File: src/rtl/cc_alu_sequencer_pkg.sv
// Shared constants for the CC_ALU command sequencer: command opcodes,
// ALU selection codes, FSM state encoding and flag bit positions.
package cc_alu_sequencer_pkg;

   // Command opcodes
   localparam logic [1:0] CMD_SINGLE = 2'b00;
   localparam logic [1:0] CMD_MUL    = 2'b01;
   localparam logic [1:0] CMD_NEG    = 2'b10;
   localparam logic [1:0] CMD_RSVD   = 2'b11;

   // ALU selection codes used by the sequencer
   localparam logic [3:0] ALU_PASS = 4'b0000;
   localparam logic [3:0] ALU_NOT  = 4'b0011;
   localparam logic [3:0] ALU_ADD  = 4'b1000;
   localparam logic [3:0] ALU_INC  = 4'b1010;
   localparam logic [3:0] ALU_NOP  = 4'b1111;

   // Flag bit positions in {V,C,N,Z}; all flags are active-low
   localparam int unsigned FLAG_V = 3;
   localparam int unsigned FLAG_C = 2;
   localparam int unsigned FLAG_N = 1;
   localparam int unsigned FLAG_Z = 0;

   // All flags inactive
   localparam logic [3:0] FLAGS_NONE = 4'b1111;

   typedef enum logic [2:0] {
      ST_IDLE,
      ST_EXEC,
      ST_MUL,
      ST_FLAGS,
      ST_NEG_NOT,
      ST_NEG_INC,
      ST_DONE
   } state_t;

endpackage

File: src/rtl/cc_alu_seq_mulcore.sv
// Shift-add multiplier state for the sequencer: partial product P,
// shifting multiplicand M, shifting multiplier Q and the sticky carry.
// The addition itself is performed by the shared ALU in the parent.
module cc_alu_seq_mulcore
   import cc_alu_sequencer_pkg::*;
#(
   parameter int unsigned DATAWIDTH_BUS = 32
)(
   input  logic                     clk,
   input  logic                     reset,
   input  logic                     load,
   input  logic                     step,
   input  logic [DATAWIDTH_BUS-1:0] load_a,
   input  logic [DATAWIDTH_BUS-1:0] load_b,
   input  logic [DATAWIDTH_BUS-1:0] alu_data,
   input  logic                     alu_carry_n,
   output logic [DATAWIDTH_BUS-1:0] p,
   output logic [DATAWIDTH_BUS-1:0] m,
   output logic                     q_lsb,
   output logic                     last,
   output logic                     sticky
);

   logic [DATAWIDTH_BUS-1:0] q;

   // One multiply iteration per step; load initialises the operands
   always_ff @(posedge clk) begin
      if (reset) begin
         p      <= '0;
         m      <= '0;
         q      <= '0;
         sticky <= 1'b0;
      end else if (load) begin
         p      <= '0;
         m      <= load_a;
         q      <= load_b;
         sticky <= 1'b0;
      end else if (step) begin
         if (q[0]) begin
            p      <= alu_data;
            sticky <= sticky | ~alu_carry_n;
         end
         m <= m << 1;
         q <= q >> 1;
      end
   end

   // Exit when the shifted multiplier would become zero
   always_comb begin
      q_lsb = q[0];
      last  = (q[DATAWIDTH_BUS-1:1] == '0);
   end

endmodule

File: src/rtl/cc_alu_sequencer.sv
// Command sequencer owning the shared CC_ALU datapath. Accepts one command
// at a time, runs single-cycle ops directly and MUL/NEG as multi-cycle ALU
// sequences, then holds the result on a valid/ready response channel.
module cc_alu_sequencer
   import cc_alu_sequencer_pkg::*;
#(
   parameter int unsigned DATAWIDTH_BUS           = 32,
   parameter int unsigned DATAWIDTH_ALU_SELECTION = 4,
   parameter int unsigned DATAWIDTH_CMD           = 2
)(
   input  logic                               CC_ALUSEQ_CLOCK_50,
   input  logic                               CC_ALUSEQ_RESET_InHigh,
   input  logic                               CC_ALUSEQ_cmdValid_In,
   output logic                               CC_ALUSEQ_cmdReady_Out,
   input  logic [DATAWIDTH_CMD-1:0]           CC_ALUSEQ_cmdOp_InBUS,
   input  logic [DATAWIDTH_ALU_SELECTION-1:0] CC_ALUSEQ_cmdSel_InBUS,
   input  logic [DATAWIDTH_BUS-1:0]           CC_ALUSEQ_cmdDataA_InBUS,
   input  logic [DATAWIDTH_BUS-1:0]           CC_ALUSEQ_cmdDataB_InBUS,
   output logic                               CC_ALUSEQ_rspValid_Out,
   input  logic                               CC_ALUSEQ_rspReady_In,
   output logic [DATAWIDTH_BUS-1:0]           CC_ALUSEQ_rspData_OutBUS,
   output logic [3:0]                         CC_ALUSEQ_rspFlags_OutBUS,
   output logic                               CC_ALUSEQ_rspError_Out,
   output logic [DATAWIDTH_ALU_SELECTION-1:0] CC_ALUSEQ_aluSel_OutBUS,
   output logic [DATAWIDTH_BUS-1:0]           CC_ALUSEQ_aluDataA_OutBUS,
   output logic [DATAWIDTH_BUS-1:0]           CC_ALUSEQ_aluDataB_OutBUS,
   input  logic [DATAWIDTH_BUS-1:0]           CC_ALUSEQ_aluData_InBUS,
   input  logic [3:0]                         CC_ALUSEQ_aluFlags_InBUS
);

   state_t                             state;
   logic [DATAWIDTH_BUS-1:0]           a_r;
   logic [DATAWIDTH_BUS-1:0]           b_r;
   logic [DATAWIDTH_ALU_SELECTION-1:0] sel_r;

   logic                               accept;
   logic                               mul_load;
   logic                               mul_step;
   logic [DATAWIDTH_BUS-1:0]           mul_p;
   logic [DATAWIDTH_BUS-1:0]           mul_m;
   logic                               mul_q_lsb;
   logic                               mul_last;
   logic                               mul_sticky;

   // Handshake decode: ready only in IDLE
   always_comb begin
      CC_ALUSEQ_cmdReady_Out = (state == ST_IDLE);
      accept   = CC_ALUSEQ_cmdValid_In && (state == ST_IDLE);
      mul_load = accept && (CC_ALUSEQ_cmdOp_InBUS == CMD_MUL);
      mul_step = (state == ST_MUL);
   end

   cc_alu_seq_mulcore #(
      .DATAWIDTH_BUS (DATAWIDTH_BUS)
   ) u_mulcore (
      .clk         (CC_ALUSEQ_CLOCK_50),
      .reset       (CC_ALUSEQ_RESET_InHigh),
      .load        (mul_load),
      .step        (mul_step),
      .load_a      (CC_ALUSEQ_cmdDataA_InBUS),
      .load_b      (CC_ALUSEQ_cmdDataB_InBUS),
      .alu_data    (CC_ALUSEQ_aluData_InBUS),
      .alu_carry_n (CC_ALUSEQ_aluFlags_InBUS[FLAG_C]),
      .p           (mul_p),
      .m           (mul_m),
      .q_lsb       (mul_q_lsb),
      .last        (mul_last),
      .sticky      (mul_sticky)
   );

   // Sequencer FSM with registered response outputs
   always_ff @(posedge CC_ALUSEQ_CLOCK_50) begin
      if (CC_ALUSEQ_RESET_InHigh) begin
         state                     <= ST_IDLE;
         a_r                       <= '0;
         b_r                       <= '0;
         sel_r                     <= '0;
         CC_ALUSEQ_rspValid_Out    <= 1'b0;
         CC_ALUSEQ_rspData_OutBUS  <= '0;
         CC_ALUSEQ_rspFlags_OutBUS <= FLAGS_NONE;
         CC_ALUSEQ_rspError_Out    <= 1'b0;
      end else begin
         case (state)
            ST_IDLE: begin
               if (accept) begin
                  a_r   <= CC_ALUSEQ_cmdDataA_InBUS;
                  b_r   <= CC_ALUSEQ_cmdDataB_InBUS;
                  sel_r <= CC_ALUSEQ_cmdSel_InBUS;
                  case (CC_ALUSEQ_cmdOp_InBUS)
                     CMD_SINGLE: state <= ST_EXEC;
                     CMD_MUL:    state <= ST_MUL;
                     CMD_NEG:    state <= ST_NEG_NOT;
                     default: begin
                        state                     <= ST_DONE;
                        CC_ALUSEQ_rspValid_Out    <= 1'b1;
                        CC_ALUSEQ_rspData_OutBUS  <= '0;
                        CC_ALUSEQ_rspFlags_OutBUS <= FLAGS_NONE;
                        CC_ALUSEQ_rspError_Out    <= 1'b1;
                     end
                  endcase
               end
            end
            ST_EXEC: begin
               state                     <= ST_DONE;
               CC_ALUSEQ_rspValid_Out    <= 1'b1;
               CC_ALUSEQ_rspData_OutBUS  <= CC_ALUSEQ_aluData_InBUS;
               CC_ALUSEQ_rspFlags_OutBUS <= CC_ALUSEQ_aluFlags_InBUS;
               CC_ALUSEQ_rspError_Out    <= 1'b0;
            end
            ST_MUL: begin
               if (mul_last) state <= ST_FLAGS;
            end
            ST_FLAGS: begin
               state                     <= ST_DONE;
               CC_ALUSEQ_rspValid_Out    <= 1'b1;
               CC_ALUSEQ_rspData_OutBUS  <= mul_p;
               CC_ALUSEQ_rspFlags_OutBUS <= {1'b1, ~mul_sticky,
                                             CC_ALUSEQ_aluFlags_InBUS[FLAG_N],
                                             CC_ALUSEQ_aluFlags_InBUS[FLAG_Z]};
               CC_ALUSEQ_rspError_Out    <= 1'b0;
            end
            ST_NEG_NOT: begin
               // The inverted operand overwrites A; it feeds the increment step
               a_r   <= CC_ALUSEQ_aluData_InBUS;
               state <= ST_NEG_INC;
            end
            ST_NEG_INC: begin
               state                     <= ST_DONE;
               CC_ALUSEQ_rspValid_Out    <= 1'b1;
               CC_ALUSEQ_rspData_OutBUS  <= CC_ALUSEQ_aluData_InBUS;
               CC_ALUSEQ_rspFlags_OutBUS <= CC_ALUSEQ_aluFlags_InBUS;
               CC_ALUSEQ_rspError_Out    <= 1'b0;
            end
            ST_DONE: begin
               if (CC_ALUSEQ_rspReady_In) begin
                  state                  <= ST_IDLE;
                  CC_ALUSEQ_rspValid_Out <= 1'b0;
               end
            end
            default: state <= ST_IDLE;
         endcase
      end
   end

   // ALU drive decoded from the current state and operand registers
   always_comb begin
      CC_ALUSEQ_aluSel_OutBUS   = ALU_NOP;
      CC_ALUSEQ_aluDataA_OutBUS = '0;
      CC_ALUSEQ_aluDataB_OutBUS = '0;
      case (state)
         ST_EXEC: begin
            CC_ALUSEQ_aluSel_OutBUS   = sel_r;
            CC_ALUSEQ_aluDataA_OutBUS = a_r;
            CC_ALUSEQ_aluDataB_OutBUS = b_r;
         end
         ST_MUL: begin
            if (mul_q_lsb) begin
               CC_ALUSEQ_aluSel_OutBUS   = ALU_ADD;
               CC_ALUSEQ_aluDataA_OutBUS = mul_p;
               CC_ALUSEQ_aluDataB_OutBUS = mul_m;
            end
         end
         ST_FLAGS: begin
            CC_ALUSEQ_aluSel_OutBUS   = ALU_PASS;
            CC_ALUSEQ_aluDataA_OutBUS = mul_p;
         end
         ST_NEG_NOT: begin
            CC_ALUSEQ_aluSel_OutBUS   = ALU_NOT;
            CC_ALUSEQ_aluDataA_OutBUS = a_r;
         end
         ST_NEG_INC: begin
            CC_ALUSEQ_aluSel_OutBUS   = ALU_INC;
            CC_ALUSEQ_aluDataA_OutBUS = a_r;
         end
         default: ;
      endcase
   end

endmodule

File: config.mk
export PLATFORM = sky130hd
export DESIGN_NAME = cc_alu_sequencer
export DESIGN_NICKNAME = d
export VERILOG_FILES = /design/src/rtl/cc_alu_sequencer_pkg.sv /design/src/rtl/cc_alu_seq_mulcore.sv /design/src/rtl/cc_alu_sequencer.sv
export SDC_FILE = /design/constraint.sdc
export NUM_CORES = 1
export LEC_CHECK = 0
export BUFFER_PORTS_ARGS = -buffer_cell sky130_fd_sc_hd__clkbuf_2
export CORE_MARGIN = 2
export CORE_UTILIZATION = 54
export CTS_CLUSTER_DIAMETER = 100
export DETAILED_ROUTE_END_ITERATION = 12
export HOLD_SLACK_MARGIN = 0.1
export PLACE_DENSITY = 0.91
export RECOVER_POWER = 25
export SLEW_MARGIN = 20
export SYNTH_ARGS = -nofsm -noshare
export SYNTH_HDL_FRONTEND = slang
export SYNTH_SLANG_ARGS = --single-unit
File: constraint.sdc
create_clock -name CC_ALUSEQ_CLOCK_50 -period 2.7 [get_ports CC_ALUSEQ_CLOCK_50]
set_input_delay 0.54 -clock CC_ALUSEQ_CLOCK_50 [delete_from_list [all_inputs] [get_ports CC_ALUSEQ_CLOCK_50]]
set_output_delay 0.54 -clock CC_ALUSEQ_CLOCK_50 [all_outputs]
set_load 0.1 [all_outputs]
# After elaboration in Yosys (flattened, before gate mapping)

Cells that the tools add are included.

Flip-flop bits (word level): 206
Bits of input ports: 110
Output and inout bits: 107
Word-level logic and storage cells: 77

Eq/ne operators: 12
Multiplexer cells: 28
Bitwise logic cells: 3
Reduce and logical (&&, ||, !) cells: 22

Operators by type and width:

| cell                                           | number |
|---|---|
| 2-to-1 mux 32 bit                              | 9 |
| case mux 32 bit (3 select lines)               | 2 |
| case mux 32 bit (2 select lines)               | 2 |
| logical NOT 31 bit                             | 1 |
| case mux 4 bit (5 select lines)                | 1 |
| case mux 3 bit (5 select lines)                | 1 |
| 2-to-1 mux 3 bit                               | 4 |
| case mux 4 bit (3 select lines)                | 1 |
| == test 3 bit (second input constant)          | 3 |
| case mux 3 bit (3 select lines)                | 1 |
| AND reduction 3 bit                            | 3 |
| OR reduction 3 bit                             | 3 |
| 2-to-1 mux 4 bit                               | 2 |
| == test 3 x 2 -> 1 bit (second input constant) | 2 |
| AND reduction 2 bit                            | 3 |
| nonzero test 2 bit                             | 3 |
| nonzero test 3 bit                             | 2 |
| != test 2 x 1 -> 1 bit (second input constant) | 2 |
| != test 2 bit (second input constant)          | 2 |
| AND reduction 4 bit                            | 1 |
| OR reduction 2 bit                             | 2 |
| == test 3 x 1 -> 1 bit (second input constant) | 1 |
| logical NOT 3 bit                              | 1 |
| 2-to-1 mux 1 bit                               | 3 |
| 8 further kinds                                | 10 |

# Depth between registers and ports, before layout

Gate-level depths: netlist of the first run.

Word-level depth: 5
Mapped depth: 10
Depth with buffers taken out: 5

# By module

From an unflattened synthesis of the first run, not the netlist that was laid out.

Cells, all modules: 1,013
Area, all modules: 9,660.5 sq um

Modules (own cells, without submodules):

| module             | instances | cells an instance | area an instance (sq um) | sequential area each (sq um) |
|---|---|---|---|---|
| cc_alu_sequencer   | 1         | 578               | 5,255.0                  | 2,182.1 |
| cc_alu_seq_mulcore | 1         | 435               | 4,405.5                  | 1,941.9 |

# Worst setup path before layout of the first run

No wires, ideal clock.

Kind: reg-to-output
Start: register state[1]
End: output port CC_ALUSEQ_aluDataA_OutBUS[0]
Data arrival time: 3.166 ns
Data required time: 2.160 ns
Slack: -1.006 ns
Stages on the path, launching flop included: 11
Buffers on the path: 5
Path through: dfxtp_1 -> clkbuf_1 -> inv_1 -> clkbuf_1 -> buf_1 -> ha_1 -> or2_2 -> clkbuf_1 -> clkbuf_1 -> a22oi_1 -> nor2_1

Longest elaborated chain between the ends: 3
Elaborated cells on any way between the ends: 7
Those cells by class: eq/ne: 5; mux: 1; reduce/logical: 1

RTL lines:

| item                                                    | RTL line                | text |
|---|---|---|
| from (decl)                                             | cc_alu_sequencer.sv:31  | `state_t state;` |
| from (signal assigned)                                  | cc_alu_sequencer.sv:74  | `state <= ST_IDLE;` |
| from (signal assigned)                                  | cc_alu_sequencer.sv:90  | `CMD_SINGLE: state <= ST_EXEC;` |
| from (signal assigned)                                  | cc_alu_sequencer.sv:91  | `CMD_MUL: state <= ST_MUL;` |
| == test 3 bit or == test 3 x 1 -> 1 bit (tied branches) | cc_alu_sequencer.sv:150 | `case (state)` |
| OR reduction 3 bit (no source line)                     | n/a                     |  |
| case mux 32 bit (3 select lines) (*)                    | cc_alu_sequencer.sv:150 |  |
| to (decl)                                               | cc_alu_sequencer.sv:25  | `output logic [DATAWIDTH_BUS-1:0] CC_ALUSEQ_aluDataA_OutBUS,` |

Every way passes the cells marked *; elsewhere a longest branch is shown, timed or not.

# Worst setup path in the final report of the first run

Start: register state[2]
End: output port CC_ALUSEQ_aluDataA_OutBUS[11]

The elaborated chain is that of the path after synthesis.

==> results of run 1 <==
==> logic make-up after synthesis <==
group                      after synthesis  share of synthesized area
AOI/OAI and AO/OA                      367                     0.2780
buffers and inverters                  119                    0.06089
DFF                                    206                     0.4411
adders and majority gates                2                   0.002676
and+or+nand+nor                        490                     0.2173
==> worst reg2reg max path, stage by stage, from the launching register on <==
cell	delay (ps)
dfxtp_4	370
buf_4	180
or3_4	410
or3_2	500
buf_4	320
nor2_1	230
a311oi_2	70
==> placed cells by master, fill, tap and decap left out, types with 3 or more instances in the layout <==
cell type  count
a21oi_1      151
a22o_1        33
a22oi_1       79
a22oi_2       28
a311oi_1      32
a311oi_2      21
buf_12        79
buf_4         19
clkbuf_16     23
clkbuf_2     147
clkbuf_8       3
clkinv_2       6
clkinv_4       3
dfxtp_1      203
inv_1          6
nand2_1      323
nand2b_1      34
nand3_1        3
nor2_1        61
nor2_4        30
nor2b_1        3
nor3_1         3
nor4_1         7
o211ai_1       3
o21ai_0        8
or2_4          3
==> sequential cells by signal, summed over array words and instances (netlist names), 3 cells and up <==
signal                     cells
a_r                           32
CC_ALUSEQ_rspData_OutBUS      32
state                          3
CC_ALUSEQ_rspFlags_OutBUS      4
u_mulcore.p                   32
u_mulcore.m                   32
u_mulcore.q                   32
b_r                           32
sel_r                          4
==> how the worst max path moves through the flow <==
stage / slack [ps] / to / depth (start not counted)
floorplan: -410 / CC_ALUSEQ_aluSel_OutBUS[1] / 5
global placement: 290 / CC_ALUSEQ_aluDataA_OutBUS[10] / 5
detailed placement: 180 / CC_ALUSEQ_aluDataA_OutBUS[21] / 5
CTS: -60 / CC_ALUSEQ_aluDataA_OutBUS[31] / 6
global route: -50 / CC_ALUSEQ_aluDataA_OutBUS[5] / 7
finish: 10 / CC_ALUSEQ_aluDataA_OutBUS[11] / 6
==> area by class of cell <==
type	count	area [um2]
Clock buffer	25	570.5
Clock inverter	13	132.6
Sequential cell	206	4133
Fill cell	1096	4292
Inverter	7	26.28
Timing Repair Buffer	250	2547
Multi-Input combinational cell	861	5134
Tap cell	225	281.5
==> power by group <==
group	internal (mW)	total (mW)	switching (mW)
sequential	3.68	4.22	0.548
clock	1.72	2.98	1.26
combinational	2.35	8.09	5.74
total	7.74	15.3	7.56
==> metal layers <==
| layer | part of all wire | GRT usage | up-vias |
|---|---|---|---|
| met5 | 0 | 0 | - |
| met4 | 0.071 | 0.1921 | 0 |
| met3 | 0.10 | 0.05387 | 208 |
| met2 | 0.47 | 0.5564 | 801 |
| met1 | 0.36 | 0.4331 | 4732 |
| li1 | - | - | 4486 |
==> what timing repair did <==
item                                    in CTS  in global routing
pin swaps                                    3                  4
endpoints found under the setup margin      55                 45
endpoints found under the hold margin        0                  0
buffers inserted                             0                  8
hold buffers                                 0                  0
resized for setup                           26                 23
cloned                                       1                  2
==> metrics by stage <==
stage	TNS, ps	power, mW	cells
2_1_floorplan	-1072	9.620	1184
3_3_place_gp	0	11.40	1538
3_5_place_dp	0	11.60	1538
4_1_cts	-490.8	14.75	1577
5_1_grt	-830.9	15.83	1587
6_report	0	15.30	1587
==> impl_results.md, run 1 <==
- Dpl hpwl: about 21000 um
- Synthesized instance count: ~1.2k
- Post-synth top cells: nand2_1 (326), dfxtp_1 (206), a21oi_1 (152)
- Clock root buffer: clkbuf_16
- Max frequency: approximately 0.37 GHz
- Total placed instance area: roughly 0.012 mm2
- Pin count of the biggest net entering global routing: 110
- Count of cells along the worst hold path: 3
- Share of cells above drive strength 1: 0.2907
- Required time of the worst setup path: roughly 2200 ps
- Wire length per cell: 21.26 um
- Nature of the critical path startpoint: flip-flop
- Diodes inserted: 0
- Total DRC errors in the routed layout: 0
- Clk sinks: about 210
- Final-layout worst hold slack: ~270 ps
- Setup violators final: 0
- Delay-heaviest family, CP: simple AND/OR/NAND/NOR gates
- Floorplan row count: 48
- First-pass GRT wire length: a little over 50000 um
- Setup Slack @ Placement: 181.1 ps
- Worst-Margin Slew: 714.4 ps
- Synth top area cells: dfxtp_1 (44%), nand2_1 (13%), a22oi_1 (8.6%)
- Peak supply drop: 0.001443 V
- Worst-path cell with the longest stage delay: dfxtp_4
- Net Count, Synth: about 1.3k
- Worst path setup slack after routing: roughly 9.6 ps
- Arrival time at the worst endpoint: roughly 2200 ps
- Largest stage delay on the critical path: between 400 and 500 ps
- Leakage component of the power: roughly 4.6 nW
- Deepest clock path buffer count: 3
- Worst setup EP type: output pin
- Worst-skew pair later-pin latency: just over 500 ps
- Most instantiated library cell after synthesis: nand2_1
- Shortest clock period the worst path allows after layout: 2690 ps
- Post-route clock skew: just under 20 ps
- Syn-to-layout area delta: 37.18%
- Die Height: 135.6 um
- Core Box Area: between 0.015 and 0.02 mm2
- Status: completed
- Startpoint of the worst register-to-register path: state[1]
- DR vias: between 10k and 15k
- Die Footprint: ~0.018 mm2
- Final hold vios: 0
- Number of enable-type register cells in the synthesized netlist: 0
- Power per unit of standard cell area: 1193 mW/mm2
- Effective utilization at floorplan: 0.5462
- First-iteration detailed-routing DRC count: 1205
- Clock-pin slew of the registers on the worst-case setup and hold paths: approximately 70 ps
- Area of all placed cells without fillers: 0.01282 mm2
- Type of the worst setup path: flip-flop to output pin
- Reg2reg end: u_mulcore.q[16]
- Worst setup path startpoint: state[2]
- TritonCTS Buffers: 21
- Average footprint of a synthesized cell: between 7 and 8 um2
- Biggest fanout along the worst timing path: 21
- Final net count: approximately 1.5k
- # IOs: ~220
- Max-slew headroom: 0.5237
- Seq/Total Area, Yosys: 0.4411
- Ratio of final minimum period to clock period: 0.9964
- Vias in the first global route: about 9.6k
- Initial antenna violation count: 0
- Number of levels the H-tree was split into: 1
- WP buf/inv: 2
- Synthesis Warnings: 0
- Area fraction of the dominant cell type after synthesis: 0.4411
- Cell taking the most area after synthesis: dfxtp_1
- Worst Hold Endpoint: b_r[23]
- Most common flop cell mapped by yosys: dfxtp_1
- Length in cells of the worst reg-to-reg path: 6
- Share of flip-flops with an asynchronous set or reset: 0
- Final core area utilization: 0.7493
- Total grt overflow: 0
- Worst Hold Launch: CC_ALUSEQ_cmdDataB_InBUS[23]
- Residual antenna-violating net count after detailed routing: 0
- Mapped cell area: around 0.0093 mm2
- HP Class: input pin to flip-flop
- GRT Total Usage: 0.3420
- Final max-slew violation count: 0
- Slack of the worst reg-to-reg path: roughly 460 ps
- Post-detailed-routing wire length: roughly 34000 um
- Cell-by-cell listing of the critical path: nor3b_4, buf_4, or2_4, a22oi_2, nor2_4, buf_12
- Avg Vias per Cell: approximately 6.4
- Number of max-cap violations: 0
- Synth Register Bits: about 210
- Count of different cell masters after synthesis: 42
- Die X: about 140 um
- Number of input and output port buffers inserted: 216
- Clock tree from TritonCTS: built
- Iteration count of the initial detailed-routing pass: 7
- Global placer's final weighted congestion: about 0.9
(Power assumes the default switching activity.)
==> run 2: changes to the inputs <==
--- a/config.mk
+++ b/config.mk
@@ -6,6 +6,7 @@
 export NUM_CORES = 1
 export LEC_CHECK = 0
 export BUFFER_PORTS_ARGS = -buffer_cell sky130_fd_sc_hd__clkbuf_2
+export CAP_MARGIN = 0
 export CORE_MARGIN = 2
 export CORE_UTILIZATION = 54
 export CTS_CLUSTER_DIAMETER = 100
==> constraint.sdc (replaced) <==
create_clock -name CC_ALUSEQ_CLOCK_50 -period 2.8 [get_ports CC_ALUSEQ_CLOCK_50]
set_input_delay 0.56 -clock CC_ALUSEQ_CLOCK_50 [delete_from_list [all_inputs] [get_ports CC_ALUSEQ_CLOCK_50]]
set_output_delay 0.56 -clock CC_ALUSEQ_CLOCK_50 [all_outputs]
set_load 0.1 [all_outputs]
==> impl_results.md, run 2 (synthesized netlist as in run 1, its figures left out) <==
- Clock tree from TritonCTS: built
- Share of cells above drive strength 1: 0.2413 (-0.04942)
- Peak supply drop: 0.0007140 V (-51%)
- Nature of the critical path startpoint: flip-flop
- Largest stage delay on the critical path: 400 ps (-20 ps)
- Startpoint of the worst register-to-register path: state[1]
- Type of the worst setup path: flip-flop to output pin
- HP Class: input pin to flip-flop
- Power share of the clock group: 0.202 (+0.007)
- Initial antenna violation count: 0 (unchanged)
- Total grt overflow: 0 (unchanged)
- Setup Slack @ Placement: 201.3 ps (+20.22 ps)
- Vias in the first global route: 9153 (-4.5%)
- Iteration count of the initial detailed-routing pass: 6 (-1)
- Total net switching power: 7.037 mW (-6.9%)
- Power per unit of standard cell area: 1141 mW/mm2 (-4.4%)
- # IOs: 217 (unchanged)
- Area of all placed cells without fillers: 0.01258 mm2 (-1.9%)
- Post-detailed-routing wire length: 31240 um (-7.4%)
- Max frequency: 0.3641 GHz
- Cell-by-cell listing of the critical path: inv_1, ha_1, or2_4, a22oi_1, nor2_4, buf_12
- WP buf/inv: 2 (unchanged)
- Number of input and output port buffers inserted: 216 (unchanged)
- GRT Total Usage: 0.3241 (-0.01792)
- Dpl hpwl: 21130 um (+0.40%)
- Worst-Margin Slew: 1292 ps (+577.5 ps)
- Required time of the worst setup path: 2240 ps (+80 ps)
- Length in cells of the worst reg-to-reg path: 5 (-1)
- Final hold vios: 0 (unchanged)
- Post-route clock skew: 9.853 ps (-9.919 ps)
- Number of max-cap violations: 0 (unchanged)
- Die Footprint: 0.01838 mm2 (unchanged)
- Worst setup EP type: output pin
- Diodes inserted: 0 (unchanged)
- Leading cell type in the layout, fill and taps excluded: nand2_1
- Die X: 135.6 um (unchanged)
- Final net count: 1451 (-0.55%)
- Combinational cell fraction of total power: 0.517 (-0.012)
- Fraction of power spent switching nets: 0.4905 (-0.003365)
- Setup violators final: 0 (unchanged)
- Worst Hold Launch: CC_ALUSEQ_cmdSel_InBUS[2]
- Core Box Area: 0.01712 mm2 (unchanged)
- Total placed instance area: 0.01178 mm2 (-0.11%)
- Worst-skew pair later-pin latency: 500 ps (about the same)
- Total DRC errors in the routed layout: 0 (unchanged)
- Syn-to-layout area delta: 34.52%
- Floorplan row count: 48 (unchanged)
- Slack of the worst reg-to-reg path: 510 ps (+50 ps)
- Max-slew headroom: 0.1424 (-0.3813)
- Worst path setup slack after routing: 53.56 ps (+43.92 ps)
- Wire length per cell: 19.77 um (-7.0%)
- Final-layout worst hold slack: 285.7 ps (+10.76 ps)
- Leakage component of the power: 4.434 nW (-4.1%)
- Count of cells along the worst hold path: 3 (unchanged)
- Delay-heaviest family, CP: simple AND/OR/NAND/NOR gates
- Shortest clock period the worst path allows after layout: around 2700 ps
- Arrival time at the worst endpoint: 2190 ps (+40 ps)
- Most frequent cells in the layout: nand2_1 (323), dfxtp_1 (203), a21oi_1 (151)
- Deepest clock path buffer count: 3 (unchanged)
- Die Height: 135.6 um (unchanged)
- Internal Dissipation: 7.311 mW (-5.6%)
- Clock root buffer: clkbuf_16
- Status: completed
- Avg Vias per Cell: 6.217 (-3.5%)
- Biggest fanout along the worst timing path: 16 (-24%)
- Ratio of final minimum period to clock period: 0.9809
- Final max-slew violation count: 0 (unchanged)
- First-iteration detailed-routing DRC count: 954 (-21%)
- Reg2reg end: u_mulcore.p[30]
- Pin count of the biggest net entering global routing: 95 (-14%)
- First-pass GRT wire length: 47730 um (-5.0%)
- TritonCTS Buffers: 22 (+4.8%)
- DR vias: 9823 (-4.0%)
- Worst-path cell with the longest stage delay: dfxtp_4
- Number of levels the H-tree was split into: 1 (unchanged)
- Clk sinks: 206 (unchanged)
- Effective utilization at floorplan: 0.5462 (unchanged)
- Worst Hold Endpoint: sel_r[2]
- Global placer's final weighted congestion: 0.9211 (+2.7%)
- Clock-pin slew of the registers on the worst-case setup and hold paths: 60 ps (about the same)
- Sequential cell fraction of total power: 0.281 (+0.005)
- Residual antenna-violating net count after detailed routing: 0 (unchanged)
- Final core area utilization: 0.7347 (-0.01455)
==> run 2: cell types whose count changed in the layout (fill, tap and decap cells not counted), sizes merged <==
cell | before | now
buf | 101 | 92
or2 | 4 | 3
clkinv | 9 | 5
bufinv | 2 | 0
clkbuf | 174 | 184
inv | 8 | 7
==> run 2: worst register-to-register path, delay by kind of cell, from the launching register on <==
kind	cells	cell delay, ps
buf+inv	1	160
compound gates	1	140
flops	1	380
simple gates	3	1450
==> run 2: area by class of cell <==
class                   count  area, um2
clock inverters             6      36.28
clock buffers              34      696.9
flip-flops and latches    206       4133
well taps                 225      281.5
repair buffers            242       2361
multi-input cells         860       5041
fillers                  1132       4541
inverters                   7      26.28
==> run 2: power by group through the flow <==
stage	combinational, mW	sequential [mW]	clock [mW]
final	7.42	4.03	2.89
after global routing	7.78	4.09	3.03
after CTS	7.28	4.01	2.90
after detailed placement	7.17	4.06	0
after global placement	7.01	4.03	0
after floorplan	4.55	4.70	0
==> run 2: stage by stage <==
| step | power, mW | setup TNS, ps | cells |
|---|---|---|---|
| final | 14.35 | 0 | 1580 |
| after global placement | 11.04 | 0 | 1537 |
| after global routing | 14.89 | -43.72 | 1580 |
| after floorplan | 9.248 | -1833 | 1184 |
| after detailed placement | 11.22 | 0 | 1537 |
| after CTS | 14.19 | 0 | 1578 |
==> run 2: layer usage <==
metal / GRT usage / routed length (um) / vias up
met3: 0.05200 / 2852 / 128
li1: - / - / 4465
met1: 0.4135 / 12080 / 4577
met2: 0.5295 / 14760 / 653
met4: 0.1678 / 1552 / 0
met5: 0 / 0 / -
==> run 2: worst max-delay path by stage <==
stage	start	endpoint	slack [ps]	cells past startpoint
after floorplan	state[2]	CC_ALUSEQ_aluSel_OutBUS[1]	-330	5
after global placement	state[1]	CC_ALUSEQ_aluDataA_OutBUS[10]	320	6
after detailed placement	state[1]	CC_ALUSEQ_aluDataA_OutBUS[0]	200	6
after CTS	state[1]	CC_ALUSEQ_aluDataA_OutBUS[26]	3	6
after global routing	state[1]	CC_ALUSEQ_aluDataA_OutBUS[9]	-10	6
final	state[1]	CC_ALUSEQ_aluDataA_OutBUS[4]	50	6
==> run 2: timing repair <==
| action | CTS | global route |
|---|---|---|
| gates resized for setup | 7 | 18 |
| cloned | 1 | 0 |
| pin swaps | 1 | 1 |
| hold buffers | 0 | 0 |
| setup endpoints to repair | 35 | 52 |
| endpoints found under the hold margin | 0 | 0 |
| buffers inserted | 0 | 2 |
==> run 3: changes to the inputs <==
--- a/config.mk
+++ b/config.mk
@@ -8,11 +8,11 @@
 export BUFFER_PORTS_ARGS = -buffer_cell sky130_fd_sc_hd__clkbuf_2
 export CAP_MARGIN = 0
 export CORE_MARGIN = 2
-export CORE_UTILIZATION = 54
+export CORE_UTILIZATION = 49
 export CTS_CLUSTER_DIAMETER = 100
 export DETAILED_ROUTE_END_ITERATION = 12
 export HOLD_SLACK_MARGIN = 0.1
-export PLACE_DENSITY = 0.91
+export PLACE_DENSITY = 0.88
 export RECOVER_POWER = 25
 export SLEW_MARGIN = 20
 export SYNTH_ARGS = -nofsm -noshare
==> constraint.sdc (replaced) <==
create_clock -name CC_ALUSEQ_CLOCK_50 -period 2.3 [get_ports CC_ALUSEQ_CLOCK_50]
set_input_delay 0.46 -clock CC_ALUSEQ_CLOCK_50 [delete_from_list [all_inputs] [get_ports CC_ALUSEQ_CLOCK_50]]
set_output_delay 0.46 -clock CC_ALUSEQ_CLOCK_50 [all_outputs]
set_load 0.1 [all_outputs]
==> impl_results.md, run 3 (synthesized netlist as in run 1, its figures left out) <==
- Final hold vios: 0 (unchanged)
- Pin count of the biggest net entering global routing: 74 (-22%)
- Dpl hpwl: 21100 um (-0.15%)
- Leading cell type in the layout, fill and taps excluded: nand2_1
- First-iteration detailed-routing DRC count: 1312 (+38%)
- Final max-slew violation count: 0 (unchanged)
- Clock root buffer: clkbuf_16
- Deepest clock path buffer count: 3 (unchanged)
- First-pass GRT wire length: 52870 um (+11%)
- Global routing met1 resource utilization: 0.4256 (+0.01203)
- Total grt overflow: 0 (unchanged)
- DR vias: 10.08k (+2.6%)
- Number of input and output port buffers inserted: 216 (unchanged)
- Clock-pin slew of the registers on the worst-case setup and hold paths: 60 ps (about the same)
- Clk sinks: 206 (unchanged)
- Effective utilization at floorplan: 0.4998 (-0.04640)
- Startpoint of the worst register-to-register path: state[2]
- TritonCTS Buffers: 22 (unchanged)
- Vias in the first global route: 9703 (+6.0%)
- Worst setup EP type: output pin
- Post-detailed-routing wire length: 34570 um (+11%)
- Wire length per cell: 21.23 um (+7.4%)
- Most frequent cells in the layout: nand2_1 (322), dfxtp_1 (202), a21oi_1 (150)
- # IOs: 217 (unchanged)
- Max frequency: roughly 0.38 GHz
- HP Class: input pin to flip-flop
- Core Box Area: 0.01871 mm2 (+9.3%)
- Avg Vias per Cell: 6.190 (-0.44%)
- Global placer's final weighted congestion: 0.8701 (-5.5%)
- Floorplan row count: 50 (+4.2%)
- Area of all placed cells without fillers: 0.01367 mm2 (+8.7%)
- Count of cells along the worst hold path: 3 (unchanged)
- Sum of negative setup slack: -12150 ps (-12150 ps)
- Final Power: 19.11 mW (+33%)
- Ratio of final minimum period to clock period: 1.134
- Biggest fanout along the worst timing path: 8 (-8)
- Total DRC errors in the routed layout: 0 (unchanged)
- Initial antenna violation count: 3 (+3)
- Die X: 142.1 um (+4.8%)
- Placed cells: 1556 (+1.2%)
- Die Footprint: 0.02020 mm2 (+9.9%)
- Number of levels the H-tree was split into: 1 (unchanged)
- Residual antenna-violating net count after detailed routing: 0 (unchanged)
- Worst Hold Launch: CC_ALUSEQ_cmdSel_InBUS[0]
- Clock tree from TritonCTS: built
- Worst-skew pair later-pin latency: 510 ps (about the same)
- Setup violators final: 69 (+69)
- Type of the worst setup path: flip-flop to output pin
- RSZ-0062 raised after global routing: true
- Total of hold buffers inserted after clock tree synthesis: 0 (unchanged)
- Number of max-cap violations: 0 (unchanged)
- Final net count: 1489 (+2.6%)
- Routing usage on met3: 0.04744 (-0.004559)
- Post-route clock skew: 13.30 ps (+3.443 ps)
- Post-route non-filler standard cell count: 1628 (+3.0%)
- Worst Hold Endpoint: sel_r[0]
- Leakage component of the power: 5.069 nW (+14%)
- Total placed instance area: 0.01213 mm2 (+3.0%)
- Die Height: 142.1 um (+4.8%)
- Reg2reg end: CC_ALUSEQ_rspFlags_OutBUS[2]
- Syn-to-layout area delta: 46.25%
- Met2 usage: 0.5431 (+0.01364)
- Worst-Margin Slew: 753.1 ps (-538.8 ps)
- Peak supply drop: 0.0007730 V (+8.3%)
- Share of cells above drive strength 1: 0.3271 (+0.08577)
- Power per unit of standard cell area: 1398 mW/mm2 (+23%)
- Required time of the worst setup path: 1840 ps (-400 ps)
- Setup Slack @ Placement: 176.5 ps (-24.79 ps)
- Final core area utilization: 0.7310 (-0.003752)
- Gr busiest metal: met2
- Shortest clock period the worst path allows after layout: 2609 ps
- Nature of the critical path startpoint: flip-flop
- Max-slew headroom: 0.4964 (+0.3540)
- Slack of the worst reg-to-reg path: 90 ps (-420 ps)
- Final-layout worst hold slack: 183.2 ps (-102.5 ps)
- Status: finished with violations
- Worst path setup slack after routing: -308.9 ps (-362.4 ps)
- Length in cells of the worst reg-to-reg path: 7 (+2)
- GRT Total Usage: 0.3276 (+0.003543)
- Iteration count of the initial detailed-routing pass: 7 (+1)
- Violations in the final reports: negative setup slack
- Arrival time at the worst endpoint: 2150 ps (-40 ps)
run 3: cell types whose count changed in the layout (fill, tap and decap cells not counted), moves of 20 or more:
cell and delta:
a22o_1 -30, a22o_4 +30, a22oi_1 -20, a22oi_2 +20
clkbuf_1 -37, clkbuf_2 +37
run 3: how the worst max path moves through the flow:
stage	startpoint	end	slack (ps)
after floorplan	state[2]	CC_ALUSEQ_aluSel_OutBUS[1]	-730
after global placement	state[1]	u_mulcore.m[1]	130
after detailed placement	state[1]	CC_ALUSEQ_aluDataA_OutBUS[1]	180
after CTS	state[1]	CC_ALUSEQ_aluDataA_OutBUS[31]	-270
after global routing	state[1]	CC_ALUSEQ_aluDataA_OutBUS[31]	-330
final	state[1]	CC_ALUSEQ_aluDataA_OutBUS[31]	-310
run 3: layout make-up:
| cell class | count | area, um2 |
|---|---|---|
| diodes | 3 | 7.507 |
| well taps | 234 | 292.8 |
| clock inverters | 6 | 30.03 |
| clock buffers | 32 | 659.4 |
| inverters | 7 | 28.78 |
| fillers | 1251 | 5032 |
| multi-input cells | 859 | 5424 |
| flip-flops and latches | 206 | 4136 |
| repair buffers | 281 | 3094 |
run 3: layer usage:
layer	wire [um]	up-vias
met5	0	-
met3	2994	138
li1	-	4539
met4	1737	0
met1	13320	4750
met2	16510	650
run 3: report_power, final:
part	internal [mW]	switching, mW	total, mW
Clock	1.98	1.44	3.42
Combinational	3.61	7.15	10.8
Sequential	4.32	0.614	4.94
run 3: critical path: stages (launching register included):
cell     delay (ps)
dfxtp_4         390
inv_4            60
ha_4            150
or2_4           270
buf_6           150
buf_12          150
a22oi_2         230
nor2_4           70
buf_12          170
run 3: timing repair:
action	in CTS	in global routing
setup buffers	18	6
setup endpoints to repair	68	69
pin swaps	37	27
gates cloned	9	5
resized for setup	66	21
